==> src/rtl/branch_pkg.sv <==
// Shared branch op encoding and PC-redirect codes for the decoder, branch_ctrl and PC block.
package branch_pkg;

   typedef enum logic [2:0] {
      OP_NONE = 3'd0,
      OP_JMP  = 3'd1,
      OP_BT   = 3'd2,
      OP_BF   = 3'd3,
      OP_CALL = 3'd4,
      OP_RET  = 3'd5
   } br_op_t;

   localparam logic [1:0] BR_SEQ = 2'b00;
   localparam logic [1:0] BR_IFT = 2'b01;
   localparam logic [1:0] BR_IFF = 2'b10;
   localparam logic [1:0] BR_ALW = 2'b11;

endpackage

==> src/rtl/branch_ctrl_if.sv <==
// Decoder/PC-side signal bundle of branch_ctrl; slave is the branch_ctrl view.
interface branch_ctrl_if #(
   parameter int D      = 12,
   parameter int LUT_AW = 4
);
   import branch_pkg::*;

   logic [D-1:0]      prog_ctr;
   br_op_t            op;
   logic [LUT_AW-1:0] lut_idx;
   logic              flag_we;
   logic              flag_in;
   logic              lut_we;
   logic [LUT_AW-1:0] lut_waddr;
   logic [D-1:0]      lut_wdata;
   logic [1:0]        branch;
   logic              jcnd;
   logic [D-1:0]      target;
   logic              ras_empty;
   logic              ras_full;
   logic              ras_err;

   modport slave (
      input  prog_ctr, op, lut_idx, flag_we, flag_in, lut_we, lut_waddr, lut_wdata,
      output branch, jcnd, target, ras_empty, ras_full, ras_err
   );

   modport master (
      output prog_ctr, op, lut_idx, flag_we, flag_in, lut_we, lut_waddr, lut_wdata,
      input  branch, jcnd, target, ras_empty, ras_full, ras_err
   );

endinterface

==> src/rtl/branch_ctrl_ras.sv <==
// Circular return-address stack; a push while full overwrites the oldest entry.
module ras #(
   parameter int D         = 12,
   parameter int RAS_DEPTH = 4
) (
   input  logic         clk,
   input  logic         reset,
   input  logic         push,
   input  logic         pop,
   input  logic [D-1:0] push_data,
   output logic [D-1:0] top,
   output logic         empty,
   output logic         full,
   output logic         ovf,
   output logic         unf
);
   localparam int PW = $clog2(RAS_DEPTH);
   localparam int CW = PW + 1;
   localparam logic [PW-1:0] PTR_ONE = 1;
   localparam logic [CW-1:0] CNT_ONE = 1;
   localparam logic [CW-1:0] CNT_MAX = CW'(RAS_DEPTH);

   logic [D-1:0]  mem [RAS_DEPTH];
   logic [PW-1:0] wptr;
   logic [PW-1:0] rptr;
   logic [CW-1:0] count;

   always_comb begin
      rptr  = wptr - PTR_ONE;
      top   = mem[rptr];
      empty = (count == '0);
      full  = (count == CNT_MAX);
      ovf   = push && full;
      unf   = pop && !push && empty;
   end

   // Overflow just advances the write pointer; count stays saturated so the newest entries survive.
   always_ff @(posedge clk or negedge reset) begin
      if (!reset) begin
         for (int unsigned i = 0; i < RAS_DEPTH; i++) mem[i] <= '0;
         wptr  <= '0;
         count <= '0;
      end else if (push) begin
         mem[wptr] <= push_data;
         wptr      <= wptr + PTR_ONE;
         if (!full) count <= count + CNT_ONE;
      end else if (pop && !empty) begin
         wptr  <= rptr;
         count <= count - CNT_ONE;
      end
   end

endmodule

==> src/rtl/branch_ctrl.sv <==
// PC redirect source: condition flag, writable jump-target LUT and return-address stack.
module branch_ctrl
   import branch_pkg::*;
#(
   parameter int D         = 12,
   parameter int LUT_AW    = 4,
   parameter int RAS_DEPTH = 4
) (
   input logic          clk,
   input logic          reset,
   branch_ctrl_if.slave bus
);
   localparam int LUT_N = 2 ** LUT_AW;

   logic [D-1:0] lut [LUT_N];
   logic         flag;
   logic         err;
   logic         push;
   logic         pop;
   logic [D-1:0] ras_top;
   logic         empty;
   logic         full;
   logic         ovf;
   logic         unf;
   logic [1:0]   br;
   logic [D-1:0] tgt;

   ras #(
      .D         (D),
      .RAS_DEPTH (RAS_DEPTH)
   ) u_ras (
      .clk       (clk),
      .reset     (reset),
      .push      (push),
      .pop       (pop),
      .push_data (bus.prog_ctr + D'(1)),
      .top       (ras_top),
      .empty     (empty),
      .full      (full),
      .ovf       (ovf),
      .unf       (unf)
   );

   always_comb begin
      push = 1'b0;
      pop  = 1'b0;
      br   = BR_SEQ;
      tgt  = lut[bus.lut_idx];
      case (bus.op)
         OP_JMP:  br = BR_ALW;
         OP_BT:   br = BR_IFT;
         OP_BF:   br = BR_IFF;
         OP_CALL: begin
            br   = BR_ALW;
            push = 1'b1;
         end
         OP_RET: begin
            pop = 1'b1;
            if (!empty) begin
               br  = BR_ALW;
               tgt = ras_top;
            end else begin
               tgt = '0;
            end
         end
         default: ;
      endcase
      // Force a benign redirect while reset is held, independent of op.
      if (!reset) begin
         br  = BR_SEQ;
         tgt = '0;
      end
   end

   always_ff @(posedge clk or negedge reset) begin
      if (!reset) begin
         flag <= 1'b0;
         err  <= 1'b0;
         for (int unsigned i = 0; i < LUT_N; i++) lut[i] <= '0;
      end else begin
         if (bus.flag_we) flag <= bus.flag_in;
         if (ovf || unf) err <= 1'b1;
         if (bus.lut_we) lut[bus.lut_waddr] <= bus.lut_wdata;
      end
   end

   assign bus.branch    = br;
   assign bus.jcnd      = flag;
   assign bus.target    = tgt;
   assign bus.ras_empty = empty;
   assign bus.ras_full  = full;
   assign bus.ras_err   = err;

endmodule

==> src/flat_wrapper.sv <==
// flat-port wrapper written by rule: the top's interface ports become plain ports
module branch_ctrl_flat import branch_pkg::*;
#(
   parameter int D         = 12,
   parameter int LUT_AW    = 4,
   parameter int RAS_DEPTH = 4
)
  (clk, reset, bus_prog_ctr, bus_op, bus_lut_idx, bus_flag_we, bus_flag_in, bus_lut_we, bus_lut_waddr, bus_lut_wdata, bus_branch, bus_jcnd, bus_target, bus_ras_empty, bus_ras_full, bus_ras_err);
  branch_ctrl_if #(.D(D), .LUT_AW(LUT_AW)) bus_i ();
  input logic clk;
  input logic reset;
  input wire logic [$bits(bus_i.prog_ctr)-1:0] bus_prog_ctr;
  input wire logic [$bits(bus_i.op)-1:0] bus_op;
  input wire logic [$bits(bus_i.lut_idx)-1:0] bus_lut_idx;
  input wire logic [$bits(bus_i.flag_we)-1:0] bus_flag_we;
  input wire logic [$bits(bus_i.flag_in)-1:0] bus_flag_in;
  input wire logic [$bits(bus_i.lut_we)-1:0] bus_lut_we;
  input wire logic [$bits(bus_i.lut_waddr)-1:0] bus_lut_waddr;
  input wire logic [$bits(bus_i.lut_wdata)-1:0] bus_lut_wdata;
  output wire logic [$bits(bus_i.branch)-1:0] bus_branch;
  output wire logic [$bits(bus_i.jcnd)-1:0] bus_jcnd;
  output wire logic [$bits(bus_i.target)-1:0] bus_target;
  output wire logic [$bits(bus_i.ras_empty)-1:0] bus_ras_empty;
  output wire logic [$bits(bus_i.ras_full)-1:0] bus_ras_full;
  output wire logic [$bits(bus_i.ras_err)-1:0] bus_ras_err;
  assign bus_i.prog_ctr = bus_prog_ctr;
  assign bus_i.op = bus_op;
  assign bus_i.lut_idx = bus_lut_idx;
  assign bus_i.flag_we = bus_flag_we;
  assign bus_i.flag_in = bus_flag_in;
  assign bus_i.lut_we = bus_lut_we;
  assign bus_i.lut_waddr = bus_lut_waddr;
  assign bus_i.lut_wdata = bus_lut_wdata;
  assign bus_branch = bus_i.branch;
  assign bus_jcnd = bus_i.jcnd;
  assign bus_target = bus_i.target;
  assign bus_ras_empty = bus_i.ras_empty;
  assign bus_ras_full = bus_i.ras_full;
  assign bus_ras_err = bus_i.ras_err;
  branch_ctrl #(.D(D), .LUT_AW(LUT_AW), .RAS_DEPTH(RAS_DEPTH)) u_core (.clk(clk), .reset(reset), .bus(bus_i));
endmodule
==> config.mk <==
export PLATFORM = sky130hd
export DESIGN_NAME = branch_ctrl_flat
export DESIGN_NICKNAME = d
export VERILOG_FILES = /design/src/rtl/branch_pkg.sv /design/src/rtl/branch_ctrl_if.sv /design/src/rtl/branch_ctrl_ras.sv /design/src/rtl/branch_ctrl.sv /design/src/flat_wrapper.sv
export SDC_FILE = /design/constraint.sdc
export NUM_CORES = 1
export LEC_CHECK = 0
export BUFFER_PORTS_ARGS = -buffer_cell sky130_fd_sc_hd__buf_2
export CORE_ASPECT_RATIO = 0.8
export CORE_MARGIN = 8
export CORE_UTILIZATION = 40
export DETAILED_ROUTE_END_ITERATION = 16
export PLACE_DENSITY_LB_ADDON = 0.15
export SYNTH_ARGS = -nofsm -noshare
export SYNTH_HDL_FRONTEND = slang
export SYNTH_SLANG_ARGS = --single-unit
==> constraint.sdc <==
create_clock -name clk -period 2.95 [get_ports clk]
set_clock_uncertainty 0.05 [all_clocks]
set_input_delay 0.295 -clock clk [delete_from_list [all_inputs] [get_ports clk]]
set_output_delay 0.295 -clock clk [all_outputs]
set_load 0.01 [all_outputs]
# After elaboration in Yosys (flattened, before gate mapping)

Index checks and enable logic that the tools add are counted.

Register bits: 247
Input port bits: 40
Output and inout bits: 18
Word-level logic and storage cells: 84

Add/subtract/negate cells: 5
Order comparisons: 6
Equal/unequal tests: 7
Mux-type cells: 25
Bitwise logic cells: 4
Reductions and logical operators: 13

Operators with widths:

| kind                                               | count |
|---|---|
| bitwise mux 192 bit                                | 1 |
| 2-to-1 mux 12 bit                                  | 9 |
| binary-select mux 12 bit (select 4 bit)            | 1 |
| bitwise mux 48 bit                                 | 1 |
| demux 12 bit (select 4 bit)                        | 1 |
| binary-select mux 12 bit (select 2 bit)            | 1 |
| demux 12 bit (select 2 bit)                        | 1 |
| adder 12 x 1 -> 12 bit, second input constant      | 1 |
| >= comparator 5 bit, second input constant         | 2 |
| inverter 4 -> 5 bit                                | 2 |
| == test 3 bit, second input constant               | 3 |
| 2-to-1 mux 3 bit                                   | 3 |
| 2-to-1 mux 2 bit                                   | 4 |
| case mux 2 bit (4 select lines)                    | 1 |
| == test 3 x 2 -> 1 bit, second input constant      | 2 |
| >= comparator 3 bit, second input constant         | 2 |
| logical AND 1 bit                                  | 6 |
| inverter 2 -> 3 bit                                | 2 |
| < comparator 5 x 1 -> 1 bit, second input constant | 1 |
| adder 3 x 1 -> 3 bit, second input constant        | 1 |
| == test 3 x 1 -> 1 bit, second input constant      | 1 |
| zero test 3 bit                                    | 1 |
| < comparator 3 x 1 -> 1 bit, second input constant | 1 |
| subtractor 3 x 1 -> 3 bit, second input constant   | 1 |
| 9 further kinds                                    | 11 |

# Depth between registers and ports, before layout

Depth after elaboration: 8
Mapped depth: 8

# Modules after synthesis

A second synthesis with hierarchy kept.

Cell total of the unflattened synthesis: 782
Area, all modules: 11,702.5 µm²

By module, submodules not included:

| module      | instances | cells each | area an instance (µm²) | sequential area each (µm²) |
|---|---|---|---|---|
| branch_ctrl | 1         | 623        | 9,237.6                | 4,854.7 |
| ras         | 1         | 159        | 2,464.9                | 1,326.3 |

# Worst setup path before layout

OpenSTA, ideal clock, no wires.

Kind: register to output
Start point: register u_core.u_ras.wptr[0]
End point: output bus_target[3]
Data arrival time: 2,180 ps
Path slack: 425 ps
Stages on the path, launching flop included: 8
Cell sequence: dfrtp_1 -> buf_2 -> inv_1 -> ha_1 -> clkbuf_1 -> mux4_2 -> a22oi_1 -> nand2_1

Longest elaborated chain between the ends: 8

Ends and longest elaborated chain:

| item                                                 | RTL line              | source |
|---|---|---|
| from (decl)                                          | branch_ctrl_ras.sv:24 | `logic [PW-1:0] wptr;` |
| from (signal assigned)                               | branch_ctrl_ras.sv:45 | `wptr <= wptr + PTR_ONE;` |
| from (signal assigned)                               | branch_ctrl_ras.sv:48 | `wptr <= rptr;` |
| subtractor 2 x 1 -> 2 bit                            | branch_ctrl_ras.sv:29 | `rptr = wptr - PTR_ONE;` |
| via u_core.u_ras.rptr[0]                             | branch_ctrl_ras.sv:25 | `logic [PW-1:0] rptr;` |
| inverter 2 -> 3 bit (implied by the code)            | branch_ctrl_ras.sv:30 | `top = mem[rptr];` |
| binary-select mux 12 bit (select 2 bit)              | branch_ctrl_ras.sv:30 |  |
| 2-to-1 mux 12 bit (implied by the code) (2 in a row) | branch_ctrl_ras.sv:30 |  |
| 2-to-1 mux 12 bit                                    | branch_ctrl.sv:59     | `if (!empty) begin` |
| 2-to-1 mux 12 bit                                    | branch_ctrl.sv:49     | `case (bus.op)` |
| 2-to-1 mux 12 bit                                    | branch_ctrl.sv:69     | `if (!reset) begin` |
| to (decl)                                            | flat_wrapper.sv:22    | `output wire logic [$bits(bus_i.target)-1:0] bus_target;` |

The timed path passes the listed nets, and every way through them passes these cells. The select of a mux whose other input is x is not followed.

# Worst setup path in the final report

Start point: input reset
End point: output bus_target[6]

Longest elaborated chain between the ends: 1

Ends and longest elaborated chain:

| item              | RTL line           | source |
|---|---|---|
| from (decl)       | flat_wrapper.sv:11 | `input logic reset;` |
| 2-to-1 mux 12 bit | branch_ctrl.sv:69  |  |

No other way between the ends.

==> impl_metrics.env <==
export IMPL_grt_max_degree=191
export IMPL_post_cts_setup_buffers=0
export IMPL_rsz0062_at_grt="no"
export IMPL_place_hpwl_mm=18.23
export IMPL_area_growth_synth_to_final_pct=14.74
export IMPL_synth_top_area_cell="dfrtp_1"
export IMPL_dieWidth_um=206.4
export IMPL_fill_cells=2474
export IMPL_yosys_top_cells_count="247 x dfrtp_1, 180 x mux2_1, 61 x nor2_1, 51 x mux4_2, 47 x a21oi_1"
export IMPL_synthDominantCellAreaShare_pct=53.27
export IMPL_fmax_ghz=0.3537
export IMPL_vias=6964
export IMPL_clkSlewWorstSetupHoldPaths_ns=0.06
export IMPL_synth_seq_cells=247
export IMPL_clockBufferDepth=3
export IMPL_cts_sinks=247
export IMPL_yosys_warnings=0
export IMPL_insertedDiodeCount=0
export IMPL_p_per_area_nw_per_um2=812.6
export IMPL_finalHoldViolCount=0
export IMPL_async_flop_share_pct=100.0
export IMPL_critPathSlowestCell="and3_1"
export IMPL_max_slew_margin_rel_pct=23.59
export IMPL_final_net_count=919
export IMPL_antenna_found_initial=1
export IMPL_wl_per_cell_um=22.47
export IMPL_min_path_type="in2reg"
export IMPL_synth_flop_cell="dfrtp_1"
export IMPL_cts_tree="done"
export IMPL_gp_congestion=0.7760
export IMPL_power_uw=10820
export IMPL_path_max_fanout=21
export IMPL_synth_most_common_cell="dfrtp_1"
export IMPL_grt_pass1_vias=7641
export IMPL_clock_insertion_delay_worst_skew_ns=0.55
export IMPL_floorplan_initialDensity_pct=40.82
export IMPL_synth_area_sq_um=11600
export IMPL_holdWs_ns=0.1027
export IMPL_min_period_ns=2.827
export IMPL_critPathCaptureType="primary output"
export IMPL_cts_buffers=26
export IMPL_yosys_cell_types_count=47
export IMPL_totalWireLength_mm=28.38
export IMPL_grt_pass1_wl_mm=44.92
export IMPL_synth_edf_count=0
export IMPL_synth_area_leaders="dfrtp_1 53%, mux2_1 17%, mux4_2 9.9%"
export IMPL_die_h_um=168.3
export IMPL_outcome="finished clean"
export IMPL_tightest_slew_ns=1.146
export IMPL_irDropWorstVdd_v=0.0003802
export IMPL_critPathMaxStageDelay_ns=0.79
export IMPL_fp_coreArea_sq_um=28420
export IMPL_io_buffer_count=57
export IMPL_first_iter_violations=376
export IMPL_layout_drive_gt1_share_pct=25.08
export IMPL_cts_root_buffer="clkbuf_16"
export IMPL_num_rows=55
export IMPL_io_pins=58
export IMPL_setup_tns_final_ns=0
export IMPL_period_share_pct=95.84
export IMPL_crit_family="simple AND/OR/NAND/NOR gates"
export IMPL_vias_per_cell=5.514
export IMPL_gr_usage_all_layers_pct=16.80
export IMPL_p_leak_uw=0.005813
export IMPL_ant_nets=0
export IMPL_postSynthCellCount=814
export IMPL_worstPathArrival_ns=2.48
export IMPL_path_cells="dlygate4sd3_1, buf_8, and3_1, o211ai_1, nand2_1, buf_2"
export IMPL_grt_overflow_total=0
export IMPL_drv_cap=0
export IMPL_ys_seq_area_share_pct=53.27
export IMPL_start_kind="input port"
export IMPL_avgSynthCellArea_sq_um=14.25
export IMPL_crit_type="in2out"
export IMPL_drv_slew=0
export IMPL_drc=0
export IMPL_setup_violations=0
export IMPL_path_buf_inv=3
export IMPL_first_pass_iters=5
export IMPL_dieArea_sq_um=34750
export IMPL_htreeDepth=1
export IMPL_syn_nets=860
export IMPL_cp_required_ns=2.61
-- kinds of logic after synthesis --
| kind of cell | share of synthesized area, % |
|---|---|
| xor gates and xnor gates | 0.9814 |
| buffers and inverters | 2.825 |
| muxes | 32.42 |
| DFF | 53.27 |
| adders and majority gates | 0.7118 |
| and+or+nand+nor | 5.381 |
| AOI/OAI and AO/OA | 4.411 |
-- area by class of cell --
class                   instances  area (sq um)  area share [%]
inverters                       6         22.52          0.1692
well taps                     370         462.9           3.477
clock inverters                13         123.9          0.9305
repair buffers                 92         630.6           4.737
flip-flops and latches        247          6181           46.43
multi-input cells             500          5116           38.43
clock buffers                  35         775.7           5.827
-- through the flow --
stage	instance area, sq um	instances	setup WS [ns]	util, %
floorplan	11600	814	0.4252	-
global placement	12360	1211	0.4601	43.49
detailed placement	12360	1211	0.4337	43.49
CTS	13300	1263	0.03535	46.81
global route	13310	1263	0.04131	46.84
finish	13310	1263	0.1228	46.84
-- where the power goes --
group          internal (uW)  switching [uW]
Clock                   2020            1370
Combinational           1400            1160
Sequential              4370             500
-- placed cells by master (no fill, tap or decap), drive strengths merged, types with 12 or more instances in the layout --
cell type	n
o211ai	12
a22oi	12
nand2	19
mux2	209
dfrtp	247
buf	88
clkbuf	35
mux4	60
a21oi	47
nand2b	18
nor2	61
-- sequential cells by signal, summed over array words and instances, names as in the netlist --
name,flops
u_core.lut,192
u_core.u_ras.mem,48
u_core.u_ras.count,3
u_core.u_ras.wptr,2
u_core.bus.jcnd,1
u_core.bus.ras_err,1
-- worst register-to-register path, cell delays in order (launching register included) --
cell	delay [ns]
dfrtp_1	0.34
buf_4	0.30
ha_1	0.20
and2_1	0.11
buf_4	0.27
mux2_1	0.35
-- per-layer routing --
metal	wire [um]	track usage, %	up-vias	part of all wire (%)
met1	13930	24.58	3694	49
met4	552	3.624	2	1.9
met5	13	0	-	0.046
met3	1151	2.916	39	4.1
met2	12730	25.79	130	45
li1	-	-	3099	-
-- path summary, 6_finish.rpt --
kind | cells past startpoint | end | slack (ns) | startpoint
hold / removal | 3 | u_core.u_ras.mem[10]$_DFFE_PN0P_ | 0.10 | bus_prog_ctr[10]
max in group asynchronous | 3 | u_core.lut[172]$_DFFE_PN0P_ | 1.35 | reset
setup / recovery | 6 | bus_target[6] | 0.12 | reset
setup reg to reg | 5 | u_core.u_ras.mem[25]$_DFFE_PN0P_ | 1.20 | u_core.u_ras.wptr[0]$_DFFE_PN0P_
min in group asynchronous | 2 | u_core.u_ras.count[0]$_DFFE_PN0P_ | 0.11 | reset
hold reg to reg | 1 | u_core.lut[145]$_DFFE_PN0P_ | 0.43 | u_core.lut[145]$_DFFE_PN0P_
-- what timing repair did --
| item | in CTS | in global routing |
|---|---|---|
| endpoints found under the hold margin | 62 | 0 |
| endpoints found under the setup margin | 12 | 1 |
| hold buffers | 4 | 0 |
| pin swaps | 0 | 0 |
| gates resized for setup | 1 | 1 |
Power figures use the tool's default switching activity.
